[src/rtl/mux_ser_pkg.sv]
// Shared types and sizing helpers for the mux scan serializer.
// The frame FSM enum and counter widths are defined here.
package mux_ser_pkg;

  localparam int SEL_W  = 3;
  localparam int DATA_W = 8;

  typedef enum logic [1:0] {
    IDLE  = 2'd0,
    SHIFT = 2'd1,
    DONE  = 2'd2
  } ser_state_t;

  // The divider needs at least one bit, even when BIT_CYC is 1.
  function automatic int div_w(input int bit_cyc);
    return (bit_cyc <= 2) ? 1 : $clog2(bit_cyc);
  endfunction

endpackage

[src/rtl/bit_period_cnt.sv]
// Bit-period divider: a sample flag on the first cycle of each bit period
// and a tick flag on the last cycle. The count clears when a frame starts.
module bit_period_cnt
  import mux_ser_pkg::*;
#(
  parameter int BIT_CYC = 4
) (
  input  logic clk,
  input  logic srst,
  input  logic clear,
  input  logic en,
  output logic sample,
  output logic tick
);

  localparam int CW = div_w(BIT_CYC);
  localparam logic [CW-1:0] LAST = CW'(BIT_CYC - 1);

  logic [CW-1:0] div_cnt_reg, div_cnt_next;
  logic          at_last;

  assign at_last = (div_cnt_reg == LAST);
  assign sample  = en && (div_cnt_reg == '0);
  assign tick    = en && at_last;

  // When BIT_CYC is 1, at_last is always true, so the count stays at zero.
  always_comb begin
    div_cnt_next = div_cnt_reg;
    if (clear) begin
      div_cnt_next = '0;
    end else if (en) begin
      div_cnt_next = at_last ? '0 : div_cnt_reg + 1'b1;
    end
  end

  always_ff @(posedge clk) begin
    if (srst) begin
      div_cnt_reg <= '0;
    end else begin
      div_cnt_reg <= div_cnt_next;
    end
  end

endmodule

[src/rtl/mux_scan_serializer.sv]
// Frame controller around an external 8:1 mux. It captures a word, walks the
// mux select, and turns the mux output into a registered serial stream.
module mux_scan_serializer
  import mux_ser_pkg::*;
#(
  parameter int BIT_CYC   = 4,
  parameter int MSB_FIRST = 0
) (
  input  logic              sys_clk,
  input  logic              sys_rst,
  input  logic              start,
  input  logic [DATA_W-1:0] din,
  output logic [DATA_W-1:0] mux_data,
  output logic [SEL_W-1:0]  sel,
  input  logic              mux_out,
  output logic              ser_out,
  output logic              ser_valid,
  output logic              busy,
  output logic              done,
  output logic              parity
);

  localparam logic [SEL_W-1:0] SEL_FIRST = (MSB_FIRST != 0) ? 3'd7 : 3'd0;

  ser_state_t        state_reg, state_next;
  logic [DATA_W-1:0] mux_data_reg, mux_data_next;
  logic [SEL_W-1:0]  sel_reg, sel_next;
  logic [2:0]        bit_cnt_reg, bit_cnt_next;
  logic              ser_out_reg, ser_out_next;
  logic              ser_valid_reg, ser_valid_next;
  logic              parity_reg, parity_next;
  logic              frame_start;
  logic              sample;
  logic              tick;

  bit_period_cnt #(
    .BIT_CYC(BIT_CYC)
  ) u_bit_period_cnt (
    .clk   (sys_clk),
    .srst  (sys_rst),
    .clear (frame_start),
    .en    (state_reg == SHIFT),
    .sample(sample),
    .tick  (tick)
  );

  always_comb begin
    state_next     = state_reg;
    mux_data_next  = mux_data_reg;
    sel_next       = sel_reg;
    bit_cnt_next   = bit_cnt_reg;
    ser_out_next   = ser_out_reg;
    ser_valid_next = 1'b0;
    parity_next    = parity_reg;
    frame_start    = 1'b0;
    case (state_reg)
      IDLE: begin
        if (start) begin
          frame_start   = 1'b1;
          mux_data_next = din;
          sel_next      = SEL_FIRST;
          bit_cnt_next  = 3'd0;
          parity_next   = 1'b0;
          state_next    = SHIFT;
        end
      end
      SHIFT: begin
        if (sample) begin
          ser_out_next   = mux_out;
          ser_valid_next = 1'b1;
          parity_next    = parity_reg ^ mux_out;
        end
        // sel stops on the last position instead of wrapping.
        if (tick) begin
          if (bit_cnt_reg == 3'd7) begin
            state_next = DONE;
          end else begin
            bit_cnt_next = bit_cnt_reg + 3'd1;
            sel_next     = (MSB_FIRST != 0) ? sel_reg - 3'd1 : sel_reg + 3'd1;
          end
        end
      end
      DONE: begin
        state_next = IDLE;
      end
      default: begin
        state_next = IDLE;
      end
    endcase
  end

  always_ff @(posedge sys_clk) begin
    if (sys_rst) begin
      state_reg     <= IDLE;
      mux_data_reg  <= '0;
      sel_reg       <= '0;
      bit_cnt_reg   <= 3'd0;
      ser_out_reg   <= 1'b0;
      ser_valid_reg <= 1'b0;
      parity_reg    <= 1'b0;
    end else begin
      state_reg     <= state_next;
      mux_data_reg  <= mux_data_next;
      sel_reg       <= sel_next;
      bit_cnt_reg   <= bit_cnt_next;
      ser_out_reg   <= ser_out_next;
      ser_valid_reg <= ser_valid_next;
      parity_reg    <= parity_next;
    end
  end

  assign mux_data  = mux_data_reg;
  assign sel       = sel_reg;
  assign ser_out   = ser_out_reg;
  assign ser_valid = ser_valid_reg;
  assign parity    = parity_reg;
  assign busy      = (state_reg != IDLE);
  assign done      = (state_reg == DONE);

endmodule
[config.mk]
export PLATFORM = sky130hd
export DESIGN_NAME = mux_scan_serializer
export DESIGN_NICKNAME = d
export VERILOG_FILES = /design/src/rtl/mux_ser_pkg.sv /design/src/rtl/bit_period_cnt.sv /design/src/rtl/mux_scan_serializer.sv
export SDC_FILE = /design/constraint.sdc
export NUM_CORES = 1
export LEC_CHECK = 0
export ABC_AREA = 1
export BUFFER_PORTS_ARGS = -buffer_cell sky130_fd_sc_hd__buf_2
export CAP_MARGIN = 20
export CORE_ASPECT_RATIO = 1.25
export CORE_MARGIN = 2
export CORE_UTILIZATION = 52
export DETAILED_ROUTE_END_ITERATION = 10
export PLACE_DENSITY_LB_ADDON = 0.25
export RECOVER_POWER = 50
export SLEW_MARGIN = 10
export SYNTH_ARGS = -nofsm -noshare
export SYNTH_HDL_FRONTEND = slang
export SYNTH_SLANG_ARGS = --single-unit
[constraint.sdc]
create_clock -name sys_clk -period 2.9 [get_ports sys_clk]
set_input_delay 0.725 -clock sys_clk [delete_from_list [all_inputs] [get_ports sys_clk]]
set_output_delay 0.725 -clock sys_clk [all_outputs]
set_load 0.02 [all_outputs]
**After elaboration in Yosys (flattened, before gate mapping)**

Index checks and enable logic that the tools add are counted.

- Input bits: 12
- Memories kept: 0
- Register bits: 21
- Word-level logic and storage cells: 53
- Memory bits (writable): 0
- Bits in latches: 0
- Memory bits (read-only): 0
- Output and inout port bits: 16

- Multiply operators: 0
- Shift operators: 0
- Order comparisons: 0
- Reductions and logical operators: 13
- Divide/modulo/power cells: 0
- Equality and inequality tests: 9
- Bitwise operators: 2
- Muxes and demuxes: 18
- $add $sub $neg: 3

Operators by type and width:

| kind | count |
|---|---|
| 3-bit 2-to-1 mux | 5 |
| 3-bit one-hot mux with 2 select lines | 2 |
| 2-bit inequality test (second input constant) | 5 |
| 2-bit 2-to-1 mux | 4 |
| 3-bit by 1-bit adder with 3-bit output (second input constant) | 2 |
| 3-bit AND reduction | 2 |
| 1-bit 2-to-1 mux | 5 |
| 2-bit equality test (second input constant) | 2 |
| 2-bit logical NOT | 2 |
| 2-bit one-hot mux with 2 select lines | 1 |
| 2-bit AND reduction | 2 |
| 4-bit AND reduction | 1 |
| 2-bit nonzero test | 2 |
| 2-bit OR reduction | 2 |
| 3-bit equality test (second input constant) | 1 |
| 2-bit by 1-bit adder with 2-bit output (second input constant) | 1 |
| 2-bit by 1-bit equality test with 1-bit output (second input constant) | 1 |
| 1-bit logical AND | 2 |
| 1-bit one-hot mux with 2 select lines | 1 |
| 1-bit inverter | 1 |
| 1-bit bitwise XOR | 1 |

**Depth between registers and ports, before layout**

Gate-level depths: netlist (run 1).

- Word-level depth: 4
- Gate-level depth with buffers: 8
- Gate-level depth less buffers: 8

**Hierarchy**

From an unflattened synthesis (run 1), not the netlist that was laid out.

- Cells, all modules: 133
- Area, all modules: 959.7 um2

Modules (own cells, without submodules):

| module | area each (um2) | cells each | seq. area each (um2) | times used |
|---|---|---|---|---|
| mux_scan_serializer | 829.5 | 112 | 380.4 | 1 |
| bit_period_cnt | 130.1 | 21 | 40.0 | 1 |

**Worst setup path before layout (run 1)**

Ideal clock, no wire load.

- Kind: register to output
- Start point: register state_reg[1]
- End point: output done
- Data arrival time: 0.666 ns
- Setup slack: 1.509 ns
- Data required time: 2.175 ns
- Stages on the path, launching flop included: 3
- Path buffers: 0
- Cell sequence: dfxtp_1 > inv_1 > nor2_1

- Longest elaborated chain between the ends: 1

RTL lines:

| element | line | text |
|---|---|---|
| from (decl) | mux_scan_serializer.sv:25 | `ser_state_t state_reg, state_next;` |
| from (signal assigned) | mux_scan_serializer.sv:102 | `state_reg <= state_next;` |
| 2-bit equality test | mux_scan_serializer.sv:118 | `assign done = (state_reg == DONE);` |
| to (decl) | mux_scan_serializer.sv:19 | `output logic done,` |

Every way passes these cells.

**Final worst setup path (run 1)**

- Start point: register state_reg[0]
- End point: output busy

- Longest elaborated chain between the ends: 1

RTL lines:

| element | line | text |
|---|---|---|
| 2-bit nonzero test | mux_scan_serializer.sv:117 | `assign busy = (state_reg != IDLE);` |
| to (decl) | mux_scan_serializer.sv:18 | `output logic busy,` |

Every way passes these cells.

==> results.cfg, run 1 <==
[timing]
postLayoutSetupSlackWorst_ns = 1.09
max_freq_mhz = 552
timing_worst_slew_pin_value_ns = 0.426
timing.final.crit_period_ns = 1.81
slew_violations = 0
max-slew-margin-rel = 0.716
report.final.hold_viol_count = 0
rsz_0062_raised_after_global_routing = false
setup_violations = 0
worst_hold_slack_ns = 0.468
timing.clock.skew_ns = 0.00679
fin_crit_sh = 0.625
setup-tns-final_ns = 0

[cts]
cts.path.max_buffers = 2
tritoncts = done
clk_pin_slew_ns = 0.11
postCtsHoldBufs = 0
cts_root_buf = clkbuf_4
max_h_tree_level = 1
cts_repair_resize_count = 0
clock_sink_count = 21
clock_latency_on_the_worst_skew_pair_ns = 0.31
cts-buffers-inserted = 3
post_cts.repair.setup_buffers = 0

[critical_path]
worst_path_required_ns = 2.17
timing.critical_path.to_type = primary output
timing.reg2reg.setup_slack_ns = 1.25
reg2reg_from = bit_cnt_reg[0]
rr_endpoint = sel[1]
ff2ff_path_depth = 6
timing.critical_path.from_type = flip-flop
critPathMaxFanout = 5
critPathKind = flip-flop to primary output
critical_path_arrival_ns = 1.09

[hold_path]
holdPathStages = 2
timing.hold.worst_endpoint = ser_out
origin_of_the_worst_min_delay_path = ser_out
worst_hold_path_type = flip-flop to flip-flop

[final_layout]
net_total_in_the_final_layout = 170
number_of_flip_flops_in_the_largest_register = 8
num_antenna_cells = 0
count_of_placed_standard_cells_in_the_final_layout_fillers_left_out = 170
mostFrequentLayoutCell = nor2_1
layout.cells.most_common_list = nor2_1 (29), nand2_1 (23), dfxtp_1 (21), buf_2 (21), inv_1 (16)
ratio_of_cells_with_drive_above_1_in_the_final_layout = 0.158
area_growth_pct = 16.6

[placed_design]
global_placement_routability_congestion = 0.749
placed_cells_incl_taps = 166
detailed_place_hpwl_mm = 1.33
dpl_worst_slack_ns = 1.22
io_buffers = 27

[power_and_ir_drop]
pwr-share-seq = 0.553
power.switching_fraction = 0.306
power.share.clock = 0.243
worst_ir_drop_vdd_mv = 0.283
pwr_density_cell_nw_per_um2 = 550
total_leakage_power_nw = 0.540
power_frac_comb = 0.204
p_int_uw = 405
total_switching_power_uw = 179

[run_status]
run_status = finished clean

[die]
num_io_pins = 28
row_count = 16
floorplan.initialDensity = 0.568
chipWidth_um = 41.4
die-area_um2 = 2100
die-height_um = 50.8
placeableCoreArea_um2 = 1600

[synthesis]
ys_seq_area_frac = 0.462
synth.lib_cells_used.distinct = 16
synth_seq_cells = 21
total_nets_after_synthesis = 141
syn-instance-count = 124
synthesis.area_um2 = 910
syn_avg_cell_area_um2 = 7.34
synth-warning-count = 0

[route]
post_drt_wl_per_cell_um = 10.8
drt.antenna.violating_nets = 0
detailroute.via_count = 856
drc = 0
postRouteWirelength_mm = 1.83
via_per_inst = 5.04
firstDrtPassIters = 4
drt_first_iter_violations = 8

[global_route]
grt_use_total = 0.208
grt_pass1_wl_mm = 3.40
grt_start_max_net_pins = 16
via_count_of_the_first_global_routing_pass = 849
overflow = 0
initial_antenna_violation_count = 0

[run]
max-cap-violations = 0
Yosys cell counts:
cell | number | share of area
a21oi_1 | 10 | 0.055
a211oi_1 | 1 | 0.0083
xnor2_1 | 2 | 0.019
ha_1 | 5 | 0.069
nand2_1 | 22 | 0.091
o21ai_0 | 10 | 0.055
nand3_1 | 3 | 0.017
inv_2 | 1 | 0.0041
dfxtp_1 | 21 | 0.46
nand2_2 | 1 | 0.0069
nor4_1 | 1 | 0.0069
buf_6 | 1 | 0.012
clkbuf_1 | 1 | 0.0041
buf_4 | 1 | 0.0083
inv_1 | 15 | 0.062
nor2_1 | 29 | 0.12
kinds of logic after synthesis:
logic type | Yosys count | share of synthesized area
simple gates | 56 | 0.241
compound gates | 21 | 0.118
flops | 21 | 0.462
fa+ha+maj | 5 | 0.0688
buf+inv | 19 | 0.0908
xor+xnor | 2 | 0.0193
stage by stage:
step,power [mW],instance area (µm²),utilization
CTS,0.591,1070,0.669
global route,0.616,1060,0.663
global placement,0.445,1040,0.652
detailed placement,0.451,1040,0.652
floorplan,0.417,910,-
finish,0.583,1060,0.663
how the worst max path moves through the flow:
stage	from	endpoint	slack [ns]	cells after the start
floorplan	state_reg[1]	done	1.51	2
global placement	start	mux_data[1]	1.28	5
detailed placement	start	mux_data[5]	1.22	5
CTS	state_reg[0]	busy	1.07	3
global route	state_reg[0]	busy	1.01	3
finish	state_reg[0]	busy	1.09	3
area by class of cell:
class                      instances  area (µm²)
timing repair buffer              27         128
multi-input combinational         84         404
tap                               18        22.5
inverter                          16        60.1
sequential                        21         420
clock buffer                       4        26.3
fill                             155         541
layer usage:
metal  share of wire  wire length, µm  global-route usage  vias up
li1                -                -                   -      440
met1            0.42              763               0.233      376
met2            0.50              908               0.370       35
met3           0.061              112              0.0288        5
met4           0.025               46               0.124        0
met5               0                0                   0        -
power groups by stage:
stage	clock network [mW]	logic (mW)	registers (mW)
final	0.142	0.119	0.323
after global routing	0.154	0.136	0.326
after CTS	0.146	0.122	0.323
after detailed placement	0	0.121	0.330
after global placement	0	0.117	0.328
after floorplan	0	0.0689	0.348
critical path: stages (launching register included):
cell and delay [ns]:
dfxtp_1 0.36, nor2_1 0.20, inv_1 0.06, buf_2 0.15
Power figures use the tool's default switching activity.
==> run 2, diff against run 1 <==
- ABC_AREA: 1 -> 0
- CORE_UTILIZATION: 52 -> 43
- clock period: 2.9 -> 1.5 ns (I/O delays scaled with it)
==> results.cfg, run 2 <==
[run_status]
run_status = finished clean

[critical_path]
critPathMaxFanout = 5
worst_setup_path_startpoint = bit_cnt_reg[0]
max_stage_delay_ns = 0.34
critical_path.n_buffers_inverters = 0
timing.reg2reg.setup_slack_ns = 0.03
critical_path_arrival_ns = 1.67
worstSetupEndpoint = sel[0]
cp_slowest_cell = dfxtp_2
critical_path_depth = 5
ff2ff_path_depth = 5
cp_cell_sequence = ha_2, ha_4, and4bb_2, nor3_4, mux2_2
timing.critical_path.to_type = flip-flop
timing.critical_path.from_type = flip-flop
worst_path_required_ns = 1.70
rr_endpoint = sel[0]
critPathKind = flip-flop to flip-flop
reg2reg_from = bit_cnt_reg[0]
cpLargestDelayFamily = simple AND/OR/NAND/NOR gates

[cts]
tritoncts = done
max_h_tree_level = 1
clock_latency_on_the_worst_skew_pair_ns = 0.30
cts-buffers-inserted = 3
cts_root_buf = clkbuf_4
cts.path.max_buffers = 2
clock_sink_count = 21
clk_pin_slew_ns = 0.11

[synthesis]
synth-async-reset-ratio = 0
ys_seq_area_frac = 0.475
synthDominantCellAreaShare = 0.475
synth_top_cell_by_area = dfxtp_1
synthesis.area_um2 = 885
number_of_flops_mapped_to_enable_cells_by_yosys = 0
synth-warning-count = 0
syn_avg_cell_area_um2 = 11.1
syn-instance-count = 80
library_cell_with_the_highest_instance_count_after_synthesis = dfxtp_1
total_nets_after_synthesis = 97
leading_cell_types_by_total_area_after_synthesis = dfxtp_1 (48%), mux2i_1 (9.1%), ha_1 (7.1%)
dominantRegCellSynth = dfxtp_1
synth_seq_cells = 21
synth.lib_cells_used.distinct = 31
synth_common_cells = dfxtp_1 (21), nor2_1 (9), mux2i_1 (8), ha_1 (5), inv_1 (4)

[final_layout]
net_total_in_the_final_layout = 130
number_of_flip_flops_in_the_largest_register = 8
num_antenna_cells = 0
count_of_placed_standard_cells_in_the_final_layout_fillers_left_out = 132
layout.core_utilization = 0.563
fillerInstances = 176
mostFrequentLayoutCell = dfxtp_1
finish.instance_area_um2 = 1100
ratio_of_cells_with_drive_above_1_in_the_final_layout = 0.357
area_growth_pct = 24.8
layout.cells.most_common_list = dfxtp_1 (18), buf_2 (14), clkbuf_1 (12)

[power_and_ir_drop]
worst_ir_drop_vdd_mv = 0.595
pwr_density_cell_nw_per_um2 = 915
total_leakage_power_nw = 0.481

[route]
postRouteWirelength_mm = 1.54
via_per_inst = 5.04
drt.antenna.violating_nets = 0
drt_first_iter_violations = 2
firstDrtPassIters = 2
detailroute.via_count = 665
post_drt_wl_per_cell_um = 11.7
drc = 0

[timing]
slew_violations = 0
setup-tns-final_ns = 0
rsz_0062_raised_after_global_routing = false
max_freq_mhz = 682
setup_violations = 0
timing.final.crit_period_ns = 1.47
report.final.hold_viol_count = 0
timing_worst_slew_pin_value_ns = 0.434
timing.clock.skew_ns = 0.000698
fin_crit_sh = 0.978
worst_hold_slack_ns = 0.301
max-slew-margin-rel = 0.709

[run]
max-cap-violations = 0

[die]
die-area_um2 = 2440
die-height_um = 54.7
row_count = 18
floorplan.initialDensity = 0.451
num_io_pins = 28
placeableCoreArea_um2 = 1960
chipWidth_um = 44.6

[placed_design]
io_buffers = 27
global_placement_routability_congestion = 0.779
placed_cells_incl_taps = 127
detailed_place_hpwl_mm = 1.11
placedInstanceArea_um2 = 1050

[global_route]
via_count_of_the_first_global_routing_pass = 615
initial_antenna_violation_count = 0
grt_start_max_net_pins = 16
grt_use_total = 0.147
grt_pass1_wl_mm = 2.63
overflow = 0

[hold_path]
worst_hold_path_type = input pin to flip-flop
[run 2: per-stage QoR]
stage / power (mW) / setup slack (ns)
CTS: 1.02 / -0.0201
floorplan: 0.702 / 0.0369
global route: 1.06 / 0.00526
global placement: 0.746 / 0.000849
finish: 1.01 / 0.0335
detailed placement: 0.748 / -0.0390
[run 2: worst min-delay path by stage]
stage / from / end / slack, ns / cells after the start
2_1_floorplan: bit_cnt_reg[1] / bit_cnt_reg[1] / 0.45 / 1
6_report: din[4] / mux_data[4] / 0.30 / 3
3_5_place_dp: ser_out / ser_out / 0.48 / 2
3_3_place_gp: ser_out / ser_out / 0.46 / 2
5_1_grt: din[6] / mux_data[6] / 0.30 / 3
4_1_cts: din[0] / mux_data[0] / 0.29 / 3
[run 2: where the power goes]
part	switching, mW	internal, mW
Combinational	0.0817	0.0647
Sequential	0.0140	0.579
Clock	0.170	0.0994
Total	0.266	0.743
[run 2: repair_timing]
item	CTS	global route
pin swaps	1	0
endpoints found under the hold margin	0	0
hold buffers	0	0
setup buffers	0	1
endpoints found under the setup margin	8	2
gates resized for setup	7	4
[run 2: logic make-up (layout without fill, tap and decap cells)]
kind of cell | count (synthesis) | count (layout) | share of synthesized area
simple gates | 25 | 25 | 0.191
mux | 10 | 10 | 0.116
fa+ha+maj | 5 | 5 | 0.0707
compound gates | 11 | 11 | 0.0976
xor+xnor | 1 | 1 | 0.00990
buf+inv | 7 | 39 | 0.0396
flops | 21 | 21 | 0.475
[run 2: layout make-up]
class / count / area (µm²) / area share
timing repair buffer: 31 / 156 / 0.142
multi-input combinational: 52 / 453 / 0.410
tap: 20 / 25.0 / 0.0227
sequential: 21 / 427 / 0.387
clock buffer: 3 / 22.5 / 0.0204
inverter: 4 / 15.0 / 0.0136
clock inverter: 1 / 5.00 / 0.00454
[run 2: worst reg2reg max path, stage by stage (launching register included)]
cell,delay [ns]
dfxtp_2,0.34
ha_2,0.19
ha_4,0.17
and4bb_2,0.33
nor3_4,0.06
mux2_2,0.28
[run 2: routing by layer]
layer | share of wire | up-vias | routed length (µm) | global-route usage
met5 | 0 | - | 0 | 0
met4 | 0.014 | 0 | 22 | 0.0909
met3 | 0.047 | 4 | 73 | 0.0198
met2 | 0.50 | 18 | 764 | 0.234
met1 | 0.44 | 295 | 682 | 0.185
li1 | - | 348 | - | -
